===== config.mk =====
export PLATFORM = sky130hd
export DESIGN_NAME = sdram_port_arbiter
export DESIGN_NICKNAME = d
export VERILOG_FILES = /design/src/rtl/sdram_arb_pkg.sv /design/src/rtl/sdram_arb_pick.sv /design/src/rtl/sdram_port_arbiter.sv
export SDC_FILE = /design/constraint.sdc
export NUM_CORES = 1
export LEC_CHECK = 0
export ABC_AREA = 1
export CAP_MARGIN = 20
export CORE_MARGIN = 3
export CORE_UTILIZATION = 30
export DETAILED_ROUTE_END_ITERATION = 16
export MAX_ROUTING_LAYER = met4
export SLEW_MARGIN = 20
export SYNTH_ARGS = -nofsm -noshare
export SYNTH_HDL_FRONTEND = slang
export SYNTH_SLANG_ARGS = --single-unit

===== constraint.sdc =====
create_clock -name clk -period 2.2 [get_ports clk]
set_clock_uncertainty 0.2 [all_clocks]
set_input_delay 0.55 -clock clk [delete_from_list [all_inputs] [get_ports clk]]
set_output_delay 0.55 -clock clk [all_outputs]
set_load 0.02 [all_outputs]

===== src/rtl/sdram_arb_pkg.sv =====
// rtl/sdram_arb_pkg.sv - shared types and constants for the SDRAM port arbiter
package sdram_arb_pkg;

  localparam int ADDR_W_DEF = 25;
  localparam int DATA_W_DEF = 32;

  localparam logic PORT_CPU = 1'b0;
  localparam logic PORT_DMA = 1'b1;

  typedef enum logic [1:0] {
    IDLE = 2'd0,
    BUSY = 2'd1,
    GAP  = 2'd2
  } state_t;

endpackage


===== src/rtl/sdram_arb_pick.sv =====
// rtl/sdram_arb_pick.sv - combinational winner select; SDRAM_ARB_ROUND_ROBIN_EN alternates under contention
module sdram_arb_pick
  import sdram_arb_pkg::*;
(
  input  logic valid0,
  input  logic valid1,
  input  logic last_grant,
  output logic any,
  output logic winner
);

  assign any = valid0 | valid1;

`ifdef SDRAM_ARB_ROUND_ROBIN_EN
  always_comb begin
    if (valid0 && valid1) begin
      winner = ~last_grant;
    end else begin
      winner = valid0 ? PORT_CPU : PORT_DMA;
    end
  end
`else
  // Fixed priority: last_grant is tracked upstream but has no effect here.
  logic unused_last_grant;
  assign unused_last_grant = last_grant;

  always_comb begin
    winner = valid0 ? PORT_CPU : PORT_DMA;
  end
`endif

endmodule


===== src/rtl/sdram_port_arbiter.sv =====
// rtl/sdram_port_arbiter.sv - two-master arbiter onto one SDRAM native port; SDRAM_ARB_ROUND_ROBIN_EN selects round-robin
module sdram_port_arbiter
  import sdram_arb_pkg::*;
#(
  parameter int ADDR_W = ADDR_W_DEF,
  parameter int DATA_W = DATA_W_DEF
) (
  input  logic                  clk,
  input  logic                  resetn,
  input  logic [ADDR_W-1:0]     m0_addr,
  input  logic [DATA_W-1:0]     m0_din,
  input  logic [DATA_W/8-1:0]   m0_wmask,
  input  logic                  m0_valid,
  output logic [DATA_W-1:0]     m0_dout,
  output logic                  m0_ready,
  input  logic [ADDR_W-1:0]     m1_addr,
  input  logic [DATA_W-1:0]     m1_din,
  input  logic [DATA_W/8-1:0]   m1_wmask,
  input  logic                  m1_valid,
  output logic [DATA_W-1:0]     m1_dout,
  output logic                  m1_ready,
  output logic [ADDR_W-1:0]     mem_addr,
  output logic [DATA_W-1:0]     mem_din,
  output logic [DATA_W/8-1:0]   mem_wmask,
  output logic                  mem_valid,
  input  logic [DATA_W-1:0]     mem_dout,
  input  logic                  mem_ready,
  output logic                  busy
);

  state_t state;
  state_t next_state;
  logic   grant;
  logic   last_grant;
  logic   is_write;
  logic   any;
  logic   winner;

  sdram_arb_pick u_pick (
    .valid0     (m0_valid),
    .valid1     (m1_valid),
    .last_grant (last_grant),
    .any        (any),
    .winner     (winner)
  );

  always_ff @(posedge clk) begin
    if (!resetn) begin
      state <= IDLE;
    end else begin
      state <= next_state;
    end
  end

  always_comb begin
    next_state = state;
    case (state)
      IDLE:    if (any) next_state = BUSY;
      BUSY:    if (mem_ready) next_state = GAP;
      GAP:     next_state = IDLE;
      default: next_state = IDLE;
    endcase
  end

  assign busy = (state != IDLE);

  // GAP holds mem_valid low for one cycle and clears the ready pulse.
  always_ff @(posedge clk) begin
    if (!resetn) begin
      mem_addr   <= '0;
      mem_din    <= '0;
      mem_wmask  <= '0;
      mem_valid  <= 1'b0;
      m0_dout    <= '0;
      m1_dout    <= '0;
      m0_ready   <= 1'b0;
      m1_ready   <= 1'b0;
      grant      <= PORT_CPU;
      last_grant <= PORT_DMA;
      is_write   <= 1'b0;
    end else begin
      case (state)
        IDLE: begin
          if (any) begin
            mem_addr  <= (winner == PORT_DMA) ? m1_addr  : m0_addr;
            mem_din   <= (winner == PORT_DMA) ? m1_din   : m0_din;
            mem_wmask <= (winner == PORT_DMA) ? m1_wmask : m0_wmask;
            is_write  <= (winner == PORT_DMA) ? (|m1_wmask) : (|m0_wmask);
            mem_valid <= 1'b1;
            grant     <= winner;
          end
        end
        BUSY: begin
          if (mem_ready) begin
            mem_valid  <= 1'b0;
            last_grant <= grant;
            if (grant == PORT_DMA) begin
              m1_ready <= 1'b1;
              if (!is_write) m1_dout <= mem_dout;
            end else begin
              m0_ready <= 1'b1;
              if (!is_write) m0_dout <= mem_dout;
            end
          end
        end
        GAP: begin
          m0_ready <= 1'b0;
          m1_ready <= 1'b0;
        end
        default: begin
          mem_valid <= 1'b0;
        end
      endcase
    end
  end

endmodule


Word-level counts from Yosys, hierarchy flattened
Index checks and enable logic that the tools add are counted.
Cells by class
  $add $sub $neg: 0
  multipliers: 0
  div/mod/pow operators: 0
  $lt $le $gt $ge: 0
  equality and inequality tests: 6
  shift operators: 0
  muxes and demuxes: 17
  bitwise gates (word level): 4
  reduce and logical (&&, ||, !) cells: 12
Operators by type and width (number)
  32-bit two-way mux: 1
  25-bit two-way mux: 1
  3-bit AND reduction: 3
  1-bit two-way mux: 8
  2-bit != test (second input constant): 4
  4-bit AND reduction: 2
  4-bit OR reduction: 2
  2-bit two-way mux: 2
  4-bit two-way mux: 1
  1-bit one-hot mux with 2 select lines: 2
  2-bit one-hot mux with 2 select lines: 1
  2-bit AND reduction: 2
  2-bit nonzero test: 2
  1-bit inverter: 3
  1-bit one-hot mux with 3 select lines: 1
  2-bit by 1-bit == test with 1-bit output (second input constant): 1
  2-bit == test (second input constant): 1
  2-bit logical NOT: 1
  1-bit OR: 1
Storage, ports and cells
  register bits: 132
  bits in latches: 0
  memory bits (writable): 0
  bits in read-only memories: 0
  output and inout port bits: 129
  memories: 0

Longest topological paths before layout
Gate-level depths: netlist of the first run.
  word-level depth: 3
  depth in mapped cells: 7
  depth with buffers taken out: 6

Cells and area by module
Synthesis of the first run repeated with hierarchy kept, for this count alone.
Second synthesis, totals
  cells, all modules: 885
  area, all modules: 5793.1 µm²
By module, submodules not included
  sdram_port_arbiter: instances 1, cells each 882, area an instance 5779.3 µm², sequential area each 2662.6 µm²
  sdram_arb_pick: instances 1, cells each 3, area an instance 13.8 µm², sequential area each 0.0 µm²

Worst setup path before layout of the first run
Ideal clock, no wire load.
  kind: input port to flip-flop
  start: in mem_ready
  end: reg m0_dout[19]
  arrival: 1.325 ns
  data required time: 1.887 ns
  slack: 0.562 ns
  cell stages on the path: 6
  path through: nand2_1 -> nor3_4 -> buf_6 -> nand2_1 -> nand2_1 -> nor2_1
Between the ends
  cells in the longest elaborated chain, start to end: 1
Ends and longest elaborated chain
  start: declaration: line sdram_port_arbiter.sv:27  | input logic mem_ready,
  4-bit AND reduction (no line)
  end signal: assignment: line sdram_port_arbiter.sv:102  | if (!is_write) m0_dout <= mem_dout;
  end: declaration: line sdram_port_arbiter.sv:14  | output logic [DATA_W-1:0] m0_dout,
No other way between the ends.
A chain may end at the register's enable or synchronous reset.

Worst setup path after layout of the first run
  start: reg mem_din[18]
  end: out mem_din[18]
RTL lines
  start: declaration: line sdram_port_arbiter.sv:23  | output logic [DATA_W-1:0] mem_din,
  start signal: assignment: line sdram_port_arbiter.sv:86  | mem_din <= (winner == PORT_DMA) ? m1_din : m0_din;
No word-level cell between the ends.

==> flow_metrics.py, run 1 <==
metrics = {
    "run_status": {
        "outcome": "completed",
    },
    "route": {
        "drc": 0,
        "dr_total_vias": 6000,
        "top_layer_used": "met4",
        "wl_um": 19300,
        "routed-wl-met3_um": 1850,
        "wl_met2_um": 8640,
        "drt_first_pass_iters": 4,
        "wl_per_cell_um": 13.9,
        "wl_met1_um": 8560,
        "avgViaCountPerCell": 4.34,
        "drtIter0Drc": 219,
        "ant_nets": 0,
    },
    "clocking": {
        "cts-root-buf": "clkbuf_16",
        "cts-buffers-inserted": 17,
        "cts-htree-levels": 4,
        "clock_path_buffers": 2,
        "clkTransAtPathRegs_ps": 60,
        "cts_sinks": 132,
        "cts_tree": "done",
        "insertion_delay_ps": 420,
        "postCtsHoldBufs": 0,
    },
    "global_route": {
        "antenna_found_initial": 0,
        "grt-ovfl-total": 0,
        "grt_pass1_wl_um": 28900,
        "first_global_vias": 5407,
        "grt_usage_pct": 18.7,
        "grt_max_degree": 65,
    },
    "timing": {
        "relSlewSlack_pct": 77.8,
        "tightest_slew_ps": 333,
        "min_period_ps": 2160,
        "fmax_mhz": 463,
        "grt_setup_unrepaired": "no",
        "min_period_over_period_pct": 98.1,
        "finalSetupViolCount": 0,
        "drv_slew": 0,
        "hold_viol": 0,
        "fin_setup_tns_ps": 0,
    },
    "placed_design": {
        "dp_hpwl_um": 13800,
        "placed_cells_incl_taps": 1353,
        "port_buffers": 287,
        "place.gp.congestion": 0.792,
    },
    "finish": {
        "seq_area_mm2": 0.00264,
        "final_core_util_pct": 51.4,
        "insertedDiodeCount": 0,
        "layout_commonest_cell": "nand2_1",
        "nets": 1302,
        "drive_gt1_share_pct": 4.59,
        "num-fill-cells": 1825,
        "layout_common_cells": "308 x nand2_1, 276 x clkdlybuf4s50_1, 255 x nor2_1",
        "syn2layout_area_growth_pct": 65.4,
        "multiInputGateArea_mm2": 0.00258,
        "final_cell_count_no_fill": 1384,
    },
    "hold_path": {
        "min_path_type": "flop to flop",
        "hold_start": "m1_ready$_SDFFE_PN0P_",
    },
    "yosys": {
        "synth-seq-area-share_pct": 46.6,
        "ys_ff_latch": 132,
        "syn_nets": 1034,
        "netlist_instances": 875,
        "synth_area_mm2": 0.00568,
        "yosysWarningCount": 0,
        "avgSynthCellArea_um2": 6.49,
        "yosys.cell_types.count": 20,
    },
    "power": {
        "p_leak_nw": 4.22,
        "p_per_area_mw_per_mm2": 778,
        "vdd_drop_max_mv": 0.504,
        "finalPower_mw": 7.30,
    },
    "floorplan": {
        "die_w_um": 144,
        "io_pins": 288,
        "die-area_mm2": 0.0206,
        "rows": 49,
        "fp.dieH_um": 144,
        "initial_utilization_pct": 31.1,
        "coreArea_mm2": 0.0183,
    },
    "critical_path": {
        "cp-start-kind": "flop",
        "r2r_setup_slack_ps": 630,
        "r2r_start": "state[0]$_SDFFE_PN0P_",
        "cp_slowest_cell": "clkdlybuf4s50_1",
        "crit_fanout": 2,
        "endpoint_kind": "output port",
        "required_ps": 1450,
        "critPathTopFamily": "buffers and inverters",
        "arrival_ps": 1410,
        "path_buf_inv": 1,
        "path_cells": "clkdlybuf4s50_1",
        "cp-startpoint": "mem_din[18]$_SDFFE_PN0P_",
        "critPathMaxStageDelay_ps": 660,
        "critPathKind": "flop to output port",
    },
    "job": {
        "drv_cap": 0,
    },
}
-- area by class of cell --
class	count	area share (%)
clock buffers	19	4.82
clock inverters	12	1.89
inverters	45	1.80
multi-input cells	647	27.4
flip-flops and latches	132	28.1
well taps	229	3.05
repair buffers	300	32.8
-- power breakdown --
group          internal [mW]  switching, mW  total, mW  leakage, nW
Sequential              2.58         0.0969       2.68         1.08
Combinational          0.757          0.801       1.56         2.83
Clock                   1.96           1.11       3.07        0.310
Total                   5.29           2.01       7.30         4.22
-- metal layers --
layer / vias up / global-route usage [%]
met4: 0 / 5.35
met3: 18 / 7.09
met2: 227 / 29.2
met5: - / -
met1: 2578 / 22.5
li1: 3177 / -
-- registers in the layout, summed over array words and instances, names as in the netlist, 2 cells and up --
name,flops
m1_dout,32
mem_addr,25
mem_din,32
state,2
m0_dout,32
mem_wmask,4
-- through the flow --
stage                     cell area, um^2  worst slack [ps]  hold WS (ps)
after floorplan                      5680               562           280
after global placement               8750              75.6           240
after detailed placement             8750              29.4           244
after CTS                            9380              3.59           254
after global routing                 9390             0.995           300
final                                9390              41.4           254
-- worst min-delay path: stages (launching register included) --
cell and delay, ps:
dfxtp_1 310, inv_1 50, a21oi_1 50
-- cells by family after synthesis --
kind of cell / after synthesis / synth area share [%]
AO/OA/AOI/OAI: 74 / 6.61
buffers and inverters: 96 / 8.13
AND/OR/NAND/NOR: 573 / 38.7
flip-flops: 132 / 46.6
-- worst paths after layout --
path                                                end  depth (start not counted)
worst max-delay path                        mem_din[18]                          1
worst min-delay path              m1_ready$_SDFFE_PN0P_                          2
worst max register to register  m0_dout[0]$_SDFFE_PN0P_                          7
worst min register to register    m1_ready$_SDFFE_PN0P_                          2
-- Yosys cell counts (all sizes together) --
| cell | instances | area share [%] |
|---|---|---|
| dfxtp | 132 | 47 |
| a22oi | 1 | 0.13 |
| nand3 | 3 | 0.26 |
| a21oi | 6 | 0.53 |
| nor2 | 257 | 17 |
| nand4 | 1 | 0.11 |
| buf | 25 | 3.4 |
| o21ai | 66 | 5.8 |
| o21bai | 1 | 0.13 |
| nand2 | 309 | 21 |
| inv | 45 | 3.0 |
| clkbuf | 26 | 1.7 |
| nor3 | 3 | 0.66 |
-- timing repair --
| item | CTS | global route |
|---|---|---|
| resized for setup | 4 | 5 |
| gates cloned | 0 | 0 |
| pin swaps | 0 | 0 |
| buffers inserted | 0 | 0 |
| endpoints found under the setup margin | 4 | 5 |
Note: power is estimated with default switching activity, not from simulation.
==> run 2, diff against run 1 <==
--- a/config.mk
+++ b/config.mk
@@ -9,7 +9,9 @@
 export CAP_MARGIN = 20
 export CORE_MARGIN = 3
 export CORE_UTILIZATION = 30
+export CTS_BUF_LIST = sky130_fd_sc_hd__clkbuf_4 sky130_fd_sc_hd__clkbuf_8
 export DETAILED_ROUTE_END_ITERATION = 16
+export HOLD_SLACK_MARGIN = 0.1
 export MAX_ROUTING_LAYER = met4
 export SLEW_MARGIN = 20
 export SYNTH_ARGS = -nofsm -noshare
==> run 2 against run 1 <==
Compared with the run above:
- non-clock buffer count did not move
- final area fell by 1.4%
- register-to-register slack barely moved
- combinational power fell by 3%
- final cell count did not move
- routed wire length fell by 0.38%
- largest cell class unchanged
==> flow_metrics.py, run 2 (synthesis gave the netlist of run 1 again) <==
metrics = {
    "run_status": {
        "outcome": "completed",
    },
    "timing": {
        "min_period_over_period_pct": 97.6,
        "hold_viol": 0,
        "drv_slew": 0,
        "relSlewSlack_pct": 78.5,
        "min_period_ps": 2150,
        "grt_setup_unrepaired": "no",
        "fmax_mhz": 466,
        "fin_setup_tns_ps": 0,
        "finalSetupViolCount": 0,
        "tightest_slew_ps": 324,
        "hold_ws_ps": 256,
    },
    "floorplan": {
        "rows": 49,
        "die_w_um": 144,
        "die-area_mm2": 0.0206,
        "coreArea_mm2": 0.0183,
        "initial_utilization_pct": 31.1,
        "fp.dieH_um": 144,
        "io_pins": 288,
    },
    "critical_path": {
        "path_buf_inv": 1,
        "crit_fanout": 2,
        "critPathKind": "flop to output port",
        "r2r_setup_slack_ps": 630,
        "critPathTopFamily": "buffers and inverters",
        "endpoint_kind": "output port",
        "cp-startpoint": "mem_din[1]$_SDFFE_PN0P_",
        "path_cells": "clkdlybuf4s50_1",
        "r2r_start": "state[0]$_SDFFE_PN0P_",
        "critPathMaxStageDelay_ps": 620,
        "arrival_ps": 1400,
        "cp-start-kind": "flop",
        "cp_slowest_cell": "clkdlybuf4s50_1",
        "required_ps": 1450,
    },
    "clocking": {
        "cts-htree-levels": 4,
        "insertion_delay_ps": 430,
        "cts-buffers-inserted": 17,
        "clock_path_buffers": 2,
        "postCtsHoldBufs": 0,
        "clkTransAtPathRegs_ps": 80,
        "cts-root-buf": "clkbuf_8",
        "cts_sinks": 132,
        "cts_tree": "done",
    },
    "global_route": {
        "grt-ovfl-total": 0,
        "grt_max_degree": 65,
        "grt_usage_pct": 18.4,
        "antenna_found_initial": 0,
        "first_global_vias": 5427,
        "grt_pass1_wl_um": 28700,
    },
    "route": {
        "avgViaCountPerCell": 4.28,
        "ant_nets": 0,
        "drtIter0Drc": 291,
        "drc": 0,
        "dr_total_vias": 5929,
        "wl_per_cell_um": 13.9,
        "drt_first_pass_iters": 4,
        "wl_um": 19200,
    },
    "finish": {
        "layout_commonest_cell": "nand2_1",
        "insertedDiodeCount": 0,
        "reg_top3": "m0_dout (32), m1_dout (32), mem_din (32)",
        "drive_gt1_share_pct": 4.59,
        "layout_common_cells": "308 x nand2_1, 255 x nor2_1, 210 x clkdlybuf4s50_1",
        "syn2layout_area_growth_pct": 63.1,
        "nets": 1302,
    },
    "power": {
        "vdd_drop_max_mv": 0.334,
        "p_per_area_mw_per_mm2": 699,
        "p_leak_nw": 4.86,
        "finalPower_mw": 6.47,
    },
    "placed_design": {
        "port_buffers": 287,
        "dp_hpwl_um": 13800,
        "place.gp.congestion": 0.792,
    },
    "job": {
        "drv_cap": 0,
    },
    "hold_path": {
        "hold_start": "m1_ready$_SDFFE_PN0P_",
        "min_path_type": "flop to flop",
    },
}
## run 2: metrics by stage
step,instance area (um^2),setup slack (ps),std cells,util [%]
floorplan,5680,562,875,-
global placement,8750,75.6,1353,47.9
detailed placement,8750,29.4,1353,47.9
CTS,9150,1.70,1384,50.1
global route,9250,0.0500,1384,50.7
finish,9250,52.7,1384,50.7
## run 2: power breakdown
group / switching (mW) / total [mW] / internal [mW] / leakage [nW]
Sequential: 0.0926 / 2.67 / 2.58 / 1.08
Combinational: 0.799 / 1.51 / 0.711 / 3.55
Clock: 0.991 / 2.29 / 1.29 / 0.222
## run 2: repair_timing
item	CTS	global route
gates resized for setup	33	43
endpoints found under the setup margin	33	43
setup buffers	0	0
## run 2: path summary, 6_finish.rpt
check / to / cells after the start
worst max-delay path: mem_din[1] / 1
worst min-delay path: m1_ready$_SDFFE_PN0P_ / 2
worst max register to register: m0_dout[7]$_SDFFE_PN0P_ / 7
worst min register to register: m1_ready$_SDFFE_PN0P_ / 2
## run 2: final cells by class
class / count / area [um^2]
well taps: 229 / 287
multi-input cells: 647 / 2580
clock buffers: 19 / 262
inverters: 45 / 169
fillers: 1848 / 9020
repair buffers: 300 / 3140
clock inverters: 12 / 178
flip-flops and latches: 132 / 2640
## run 2: worst register-to-register path: cells and delay by family (launching register included)
| kind | cells | cell delay, ps |
|---|---|---|
| buffers and inverters | 2 | 410 |
| flip-flops | 1 | 350 |
| AND/OR/NAND/NOR | 5 | 520 |
## run 2: per-layer routing
metal / track usage, % / share of wire (%) / vias to the layer above
li1: - / - / 3166
met1: 22.4 / 44 / 2521
met2: 28.7 / 44 / 221
met3: 6.56 / 9.8 / 21
met4: 6.05 / 1.9 / 0
met5: - / 0 / -
==> run 3, diff against run 2 <==
--- a/config.mk
+++ b/config.mk
@@ -11,6 +11,7 @@
 export CORE_UTILIZATION = 30
 export CTS_BUF_LIST = sky130_fd_sc_hd__clkbuf_4 sky130_fd_sc_hd__clkbuf_8
 export DETAILED_ROUTE_END_ITERATION = 16
+export DONT_BUFFER_PORTS = 1
 export HOLD_SLACK_MARGIN = 0.1
 export MAX_ROUTING_LAYER = met4
 export SLEW_MARGIN = 20
==> run 3 against run 2 <==
Compared with the run above:
- largest cell class is now flip-flops and latches
- via count shrank 11%
- clock-buffer cell count did not move
- final area shrank 28%
- routed wire length down 10%
- non-clock buffer count decreased by 247
- core utilization fell by 14 points
- critical path type is now flop to flop
- maximum frequency grew 5.3%
- first-iteration DRC count down 41%
- power shrank 14%
- sequential power is 10% higher
==> flow_metrics.py, run 3 (synthesis gave the netlist of run 1 again) <==
metrics = {
    "run_status": {
        "outcome": "completed",
    },
    "global_route": {
        "grt-ovfl-total": 0,
        "antenna_found_initial": 0,
        "grt_max_degree": 94,
        "grt_usage_pct": 15.6,
        "first_global_vias": 4696,
        "grt_pass1_wl_um": 24500,
    },
    "critical_path": {
        "cp_common_cell": "nand2_1",
        "reg2reg_to": "m1_dout[7]$_SDFFE_PN0P_",
        "r2r_start": "state[0]$_SDFFE_PN0P_",
        "critPathKind": "flop to flop",
        "cp_slowest_cell": "dlygate4sd3_1",
        "cp-start-kind": "flop",
        "critPathMaxStageDelay_ps": 550,
        "required_ps": 2330,
        "r2r_setup_slack_ps": 160,
        "endpoint_kind": "flop",
        "reg2reg_depth": 7,
        "arrival_ps": 2170,
        "path_cells": "nand2_4, nor3_4, buf_12, nand2_1, nand2_1, dlygate4sd3_1, nor2_1",
        "crit_fanout": 32,
    },
    "power": {
        "p_sw_share_pct": 33.2,
        "p_switching_mw": 1.83,
        "power.share.sequential_pct": 53.3,
        "finalPower_mw": 5.53,
        "p_comb_share_pct": 12.6,
        "p_per_area_mw_per_mm2": 832,
        "vdd_drop_max_mv": 0.321,
        "p_int_mw": 3.70,
        "p_leak_nw": 3.09,
        "clkPwrFrac_pct": 34.1,
    },
    "hold_path": {
        "hold_end": "mem_din[3]$_SDFFE_PN0P_",
        "hold_start": "m1_din[3]",
        "min_path_type": "input pin to flop",
        "holdPathStages": 4,
    },
    "clocking": {
        "cts_resized": 0,
        "cts-root-buf": "clkbuf_8",
        "clock_path_buffers": 2,
        "cts_sinks": 132,
        "cts_tree": "done",
        "clkTransAtPathRegs_ps": 90,
        "cts-htree-levels": 4,
        "cts-buffers-inserted": 17,
        "insertion_delay_ps": 420,
    },
    "timing": {
        "fin_setup_tns_ps": 0,
        "hold_ws_ps": 144,
        "fmax_mhz": 490,
        "hold_viol": 0,
        "drv_slew": 0,
        "min_period_over_period_pct": 92.7,
        "min_period_ps": 2040,
        "relSlewSlack_pct": 76.5,
        "finalSetupViolCount": 0,
        "tightest_slew_ps": 353,
        "grt_setup_unrepaired": "no",
    },
    "route": {
        "drc": 0,
        "wl_um": 17200,
        "ant_nets": 0,
        "drt_first_pass_iters": 5,
        "avgViaCountPerCell": 4.64,
        "dr_total_vias": 5284,
        "drtIter0Drc": 173,
        "wl_per_cell_um": 15.1,
    },
    "floorplan": {
        "fp.dieH_um": 144,
        "coreArea_mm2": 0.0183,
        "die-area_mm2": 0.0206,
        "rows": 49,
        "die_w_um": 144,
        "initial_utilization_pct": 31.1,
        "io_pins": 288,
    },
    "finish": {
        "syn2layout_area_growth_pct": 17.2,
        "final_core_util_pct": 36.4,
        "drive_gt1_share_pct": 5.61,
        "reg_top3": "m0_dout (32), m1_dout (32), mem_din (32)",
        "num-fill-cells": 1975,
        "insertedDiodeCount": 0,
        "layout_commonest_cell": "nand2_1",
        "layout_common_cells": "308 x nand2_1, 255 x nor2_1, 132 x dfxtp_1",
        "nets": 1055,
        "final_cell_area_mm2": 0.00665,
    },
    "placed_design": {
        "dp_hpwl_um": 11100,
        "place.gp.congestion": 0.813,
        "dpl_cell_area_mm2": 0.00579,
        "port_buffers": 0,
    },
    "job": {
        "drv_cap": 0,
    },
}
-- run 3: cell types whose count changed in the layout (fill, tap and decap cells not counted), moves of 2 or more --
cell             previous run  this run
clkinv_4                    2         5
bufinv_16                   4         0
dlymetal6s2s_1             42         0
buf_12                      9         5
clkdlybuf4s50_1           210         0
dlygate4sd2_1              32         0
clkinvlp_4                  1         3
clkbuf_16                   0         2
dlygate4sd3_1               0        41
-- run 3: what timing repair did --
action                     CTS  global route
hold endpoints to repair   130             1
hold buffers                41             1
setup endpoints to repair    0             7
buffers inserted             0             2
-- run 3: worst max-delay path, delay by kind of cell, from the launching register on --
kind | cells | cell delay (ps)
buffers and inverters | 2 | 770
AND/OR/NAND/NOR | 5 | 520
flip-flops | 1 | 430
-- run 3: per-layer routing --
layer / part of all wire [%] / GRT usage, %
met1: 41 / 18.0
met2: 48 / 25.4
met3: 9.6 / 5.72
met4: 1.2 / 4.56
met5: 0 / -
-- run 3: cell type report --
cell class | count | area, um^2 | area share, %
clock buffers | 19 | 255 | 3.84
inverters | 45 | 169 | 2.54
repair buffers | 53 | 618 | 9.29
multi-input cells | 647 | 2580 | 38.7
flip-flops and latches | 132 | 2640 | 39.7
well taps | 229 | 287 | 4.31
clock inverters | 13 | 103 | 1.54
-- run 3: power groups by stage --
stage	combinational [mW]	sequential, mW	clock [mW]
floorplan	0.516	2.94	0
global placement	0.578	3.01	0
detailed placement	0.590	3.01	0
CTS	0.683	2.96	1.95
global route	0.800	2.97	2.06
finish	0.699	2.95	1.88
-- run 3: how the worst max path moves through the flow --
stage,from,end,slack [ps],cells past startpoint
after floorplan,mem_ready,m0_dout[19]$_SDFFE_PN0P_,560,6
after global placement,mem_ready,m0_dout[9]$_SDFFE_PN0P_,530,6
after detailed placement,m0_valid,mem_addr[7]$_SDFFE_PN0P_,500,6
after CTS,grant$_SDFFE_PN0P_,m1_dout[7]$_SDFFE_PN0P_,110,7
after global routing,state[0]$_SDFFE_PN0P_,m1_dout[2]$_SDFFE_PN0P_,50,7
final,state[0]$_SDFFE_PN0P_,m1_dout[7]$_SDFFE_PN0P_,160,7
-- run 3: through the flow --
step / std cells / setup slack [ps]
CTS: 1133 / 108
detailed placement: 1060 / 496
global placement: 1060 / 529
global route: 1138 / 53.6
finish: 1138 / 160
floorplan: 875 / 562
